File: config.mk
export PLATFORM = sky130hd
export DESIGN_NAME = pipe_mux_stage
export DESIGN_NICKNAME = d
export VERILOG_FILES = /design/src/rtl/pipe_mux_stage.sv
export SDC_FILE = /design/constraint.sdc
export NUM_CORES = 1
export LEC_CHECK = 0
export ABC_AREA = 0
export CAP_MARGIN = 10
export CORE_UTILIZATION = 34
export DETAILED_ROUTE_END_ITERATION = 10
export HOLD_SLACK_MARGIN = 0.12
export PLACE_DENSITY = 0.68
export SYNTH_ARGS = -nofsm -noshare
export SYNTH_HDL_FRONTEND = slang
export SYNTH_SLANG_ARGS = --single-unit
File: constraint.sdc
create_clock -name clk -period 3.2 [get_ports clk]
set_clock_uncertainty 0.1 [all_clocks]
set_input_delay 0.64 -clock clk [delete_from_list [all_inputs] [get_ports clk]]
set_output_delay 0.64 -clock clk [all_outputs]
set_load 0.02 [all_outputs]
File: src/rtl/pipe_mux_stage.sv
// ============================================================================
// pipe_mux_stage : N-way select mux fused with a registered stage and a
//                  2-entry skid buffer (registered in_ready, synchronous flush).
// Revision       : 1.0 - initial release
// ============================================================================
`default_nettype none

module pipe_mux_stage #(
    parameter int WIDTH  = 32,
    parameter int NUM_IN = 4,
    parameter int SEL_W  = 2
) (
    input  logic                    clk,
    input  logic                    reset,
    input  logic                    flush,
    input  logic [NUM_IN*WIDTH-1:0] in_data,
    input  logic [SEL_W-1:0]        sel,
    input  logic                    in_valid,
    output logic                    in_ready,
    output logic [WIDTH-1:0]        out_data,
    output logic [SEL_W-1:0]        out_sel,
    output logic                    out_valid,
    input  logic                    out_ready,
    output logic                    sel_err
);

    typedef enum logic [1:0] {
        EMPTY = 2'd0,
        ONE   = 2'd1,
        FULL  = 2'd2
    } state_t;

    state_t             state_q, state_d;
    logic [WIDTH-1:0]   main_data_q, main_data_d;
    logic [SEL_W-1:0]   main_sel_q, main_sel_d;
    logic [WIDTH-1:0]   skid_data_q, skid_data_d;
    logic [SEL_W-1:0]   skid_sel_q, skid_sel_d;
    logic               in_ready_q;
    logic               sel_err_q, sel_err_d;

    logic [WIDTH-1:0]   w_mux_word;
    logic               w_sel_hit;
    logic               w_accept;
    logic               w_pop;

    // Out-of-range selects fall back to input 0 and are flagged via w_sel_hit.
    always_comb begin
        w_mux_word = in_data[WIDTH-1:0];
        w_sel_hit  = 1'b0;
        for (int k = 0; k < NUM_IN; k++) begin
            if (sel == SEL_W'(k)) begin
                w_mux_word = in_data[k*WIDTH +: WIDTH];
                w_sel_hit  = 1'b1;
            end
        end
    end

    assign w_accept = in_valid && in_ready_q;
    assign w_pop    = (state_q != EMPTY) && out_ready;

    always_comb begin
        state_d     = state_q;
        main_data_d = main_data_q;
        main_sel_d  = main_sel_q;
        skid_data_d = skid_data_q;
        skid_sel_d  = skid_sel_q;
        sel_err_d   = w_accept && !w_sel_hit && !flush;
        if (flush) begin
            state_d = EMPTY;
        end else begin
            case (state_q)
                EMPTY: begin
                    if (w_accept) begin
                        state_d     = ONE;
                        main_data_d = w_mux_word;
                        main_sel_d  = sel;
                    end
                end
                ONE: begin
                    if (w_accept && w_pop) begin
                        main_data_d = w_mux_word;
                        main_sel_d  = sel;
                    end else if (w_accept) begin
                        state_d     = FULL;
                        skid_data_d = w_mux_word;
                        skid_sel_d  = sel;
                    end else if (w_pop) begin
                        state_d = EMPTY;
                    end
                end
                FULL: begin
                    if (w_pop) begin
                        state_d     = ONE;
                        main_data_d = skid_data_q;
                        main_sel_d  = skid_sel_q;
                    end
                end
                default: state_d = EMPTY;
            endcase
        end
    end

    always_ff @(posedge clk) begin
        if (reset) begin
            state_q     <= EMPTY;
            main_data_q <= '0;
            main_sel_q  <= '0;
            skid_data_q <= '0;
            skid_sel_q  <= '0;
            in_ready_q  <= 1'b1;
            sel_err_q   <= 1'b0;
        end else begin
            state_q     <= state_d;
            main_data_q <= main_data_d;
            main_sel_q  <= main_sel_d;
            skid_data_q <= skid_data_d;
            skid_sel_q  <= skid_sel_d;
            in_ready_q  <= (state_d != FULL);
            sel_err_q   <= sel_err_d;
        end
    end

    assign in_ready  = in_ready_q;
    assign out_valid = (state_q != EMPTY);
    assign out_data  = main_data_q;
    assign out_sel   = main_sel_q;
    assign sel_err   = sel_err_q;

endmodule

`default_nettype wire
==> impl_metrics.toml <==
[run_status]
status = "complete, no violations"

[placed_design]
dpl.hpwl_um = 7092
dp_cells = 672
io_buffer_count = 171
dpl_worst_slack_ns = 0.6852
globalplace.congestion = 0.7301

[yosys]
synth.distinct_cells = 27
netlist_top_cells_count = "nand2_1, dfxtp_1, a21oi_1, nor2_1, mux4_2"
syn_inst = 397
netlist_area_sq_um = 3696
synth-async-reset-ratio = 0
yosysTopAreaCell = "dfxtp_1"
ys_dominant_reg_cell = "dfxtp_1"
synth_most_common_cell = "nand2_1"
avgSynthCellArea_sq_um = 9.310
yosys-top-cells-area = "dfxtp_1, mux4_2, nand2_1, a311oi_1, a21oi_1"
synth_edf_count = 0
ys_seq_elements = 72
synth_top_area_share = 0.3900
synth_seq_area_share = 0.3900
syn-num-nets = 532
synth_warnings = 0

[clock_tree]
clk_latency_ns = 0.33
cts_resized = 0
cts_tree = "yes"
post_cts_buffers = 0
path_clk_slew_ns = 0.08
max-clock-path-buffers = 2
cts-root-buf = "clkbuf_8"
hold_buffers = 0
clkSinkCount = 72
numCtsBuffers = 9
htreeDepth = 3

[final_layout]
fillers = 935
syn_to_final_growth_pct = 53.69
nets = 682
final_cells = 688
diodes = 0
layout-drive-gt1-share = 0.1304

[drt]
drt-initial-drc-count = 164
avgViaCountPerCell = 5.110
drc_errors = 0
vias = 3516
routed_wirelength_um = 10210
ant_nets = 0
wire_per_inst_um = 14.84
firstDrtPassIters = 4

[setup_path]
path_max_fanout = 7
cp.arrival_ns = 1.58
cp-startpoint = "state_q[0]"
reg2reg_from = "state_q[0]"
critical_path_class = "reg2out"
max_stage_delay_ns = 0.54
cp.required_ns = 2.46
critical_path.startpoint_type = "register"
crit_path_end_kind = "primary output"
crit_chain = "or2_2 -> clkdlybuf4s50_1"
slowest_stage = "clkdlybuf4s50_1"

[worst_hold_path]
hp-class = "reg2reg"
min-delay-start = "skid_data_q[12]"

[global_route]
grt_max_degree = 69
use_met1 = 0.2212
grt_pass1_vias = 3487
antenna_found_initial = 0
grtUsageMet2 = 0.3367
overflow = 0
grt.busiest_layer = "met2"
met3_usage = 0.03985
track_usage = 0.1890
grt_pass1_wl_um = 16750

[pwr]
power_leakage_nw = 1.962
peakVddDrop_mv = 0.2201
power_density_nw_per_um2 = 403.7

[timing]
final_hold_viol_count = 0
period_share = 0.7244
setup_violations = 0
finalMaxSlewViolations = 0
tightest_slew_ns = 0.8991
fmax_ghz = 0.4314
period_minus_slack_ns = 2.318
grt_setup_unrepaired = "no"
tns_ns = 0
max_slew_margin = 0.3993
setup_ws_ns = 0.8820

[flow_run]
max-cap-violations = 0

[die]
io_pins = 172
die_area_sq_um = 11290
core_area_sq_um = 10420
die_w_um = 106.3
std_cell_rows = 37
start_util = 0.3548
die_y_um = 106.3
## kinds of logic (layout without fill, tap and decap cells)
kind of cell,after synthesis,count (layout),synth area share
xor+xnor,1,1,0.002370
mux,32,32,0.1950
compound gates,71,71,0.1520
simple gates,181,181,0.2011
buf+inv,39,194,0.05856
other cells,1,1,0.001015
flops,72,72,0.3900
## per-stage QoR
| step | cell area [sq um] | util | hold WS (ns) | total power, W |
|---|---|---|---|---|
| detailed placement | 5440 | 0.5223 | 0.3473 | 0.001485 |
| floorplan | 3696 | - | 0.3366 | 0.001219 |
| global route | 5680 | 0.5453 | 0.3752 | 0.002404 |
| finish | 5680 | 0.5453 | 0.3565 | 0.002293 |
| CTS | 5680 | 0.5453 | 0.3580 | 0.002322 |
| global placement | 5440 | 0.5223 | 0.3410 | 0.001472 |
## cell usage in the layout, fill, tap and decap left out, drive strengths merged
| cell | netlist | layout |
|---|---|---|
| clkdlybuf4s50 | 0 | 168 |
| nand2 | 137 | 137 |
| dfxtp | 72 | 72 |
| a21oi | 34 | 34 |
| nor2 | 34 | 34 |
| a311oi | 34 | 34 |
| mux4 | 32 | 32 |
| clkbuf | 11 | 12 |
| buf | 27 | 9 |
| clkinvlp | 0 | 2 |
| bufinv | 0 | 2 |
| nor2b | 2 | 2 |
| or2 | 1 | 1 |
| nand3b | 1 | 1 |
| nor4b | 1 | 1 |
| or4b | 1 | 1 |
| nand2b | 1 | 1 |
| nand4bb | 1 | 1 |
| o31ai | 1 | 1 |
| or3 | 1 | 1 |
| a21o | 1 | 1 |
| inv | 1 | 1 |
| xor2 | 1 | 1 |
| a2bb2oi | 1 | 1 |
| nor3 | 1 | 1 |
| conb | 1 | 1 |
## sequential cells by signal (all words and copies together) (netlist names)
signal,flops
skid_sel_q,2
out_sel,2
sel_err,1
out_data,32
in_ready,1
state_q,2
skid_data_q,32
## final cells by class
class,count,area (sq um),share of cell area
clock buffers,12,165.2,0.02907
clock inverters,4,75.07,0.01322
inverters,1,3.754,0.0006608
multi-input cells,286,2046,0.3601
flip-flops and latches,72,1441,0.2537
well taps,136,170.2,0.02996
repair buffers,177,1779,0.3132
## metal layers
layer | routed length (um) | vias up | share of wire
li1 | - | 1705 | -
met1 | 4072 | 1667 | 0.40
met2 | 5334 | 134 | 0.52
met3 | 695 | 10 | 0.068
met4 | 111 | 0 | 0.011
met5 | 0 | - | 0
## worst max-delay path, delay by kind of cell (launching register included)
kind,cells,cell delay (ns)
buf+inv,1,0.54
flops,1,0.39
simple gates,1,0.31
## path summary, 6_finish.rpt
path | cells after the start | to | slack [ns]
setup reg to reg | 4 | out_data[27] | 1.09
hold reg to reg | 2 | skid_data_q[12] | 0.36
setup / recovery | 2 | out_valid | 0.88
hold / removal | 2 | skid_data_q[12] | 0.36
## power breakdown
part	total (W)	internal, W	switching (W)
combinational	0.000508	0.000307	0.000201
sequential	0.000952	0.000933	0.0000189
clock	0.000834	0.000503	0.000331
Note: power is estimated with default switching activity, not from simulation.
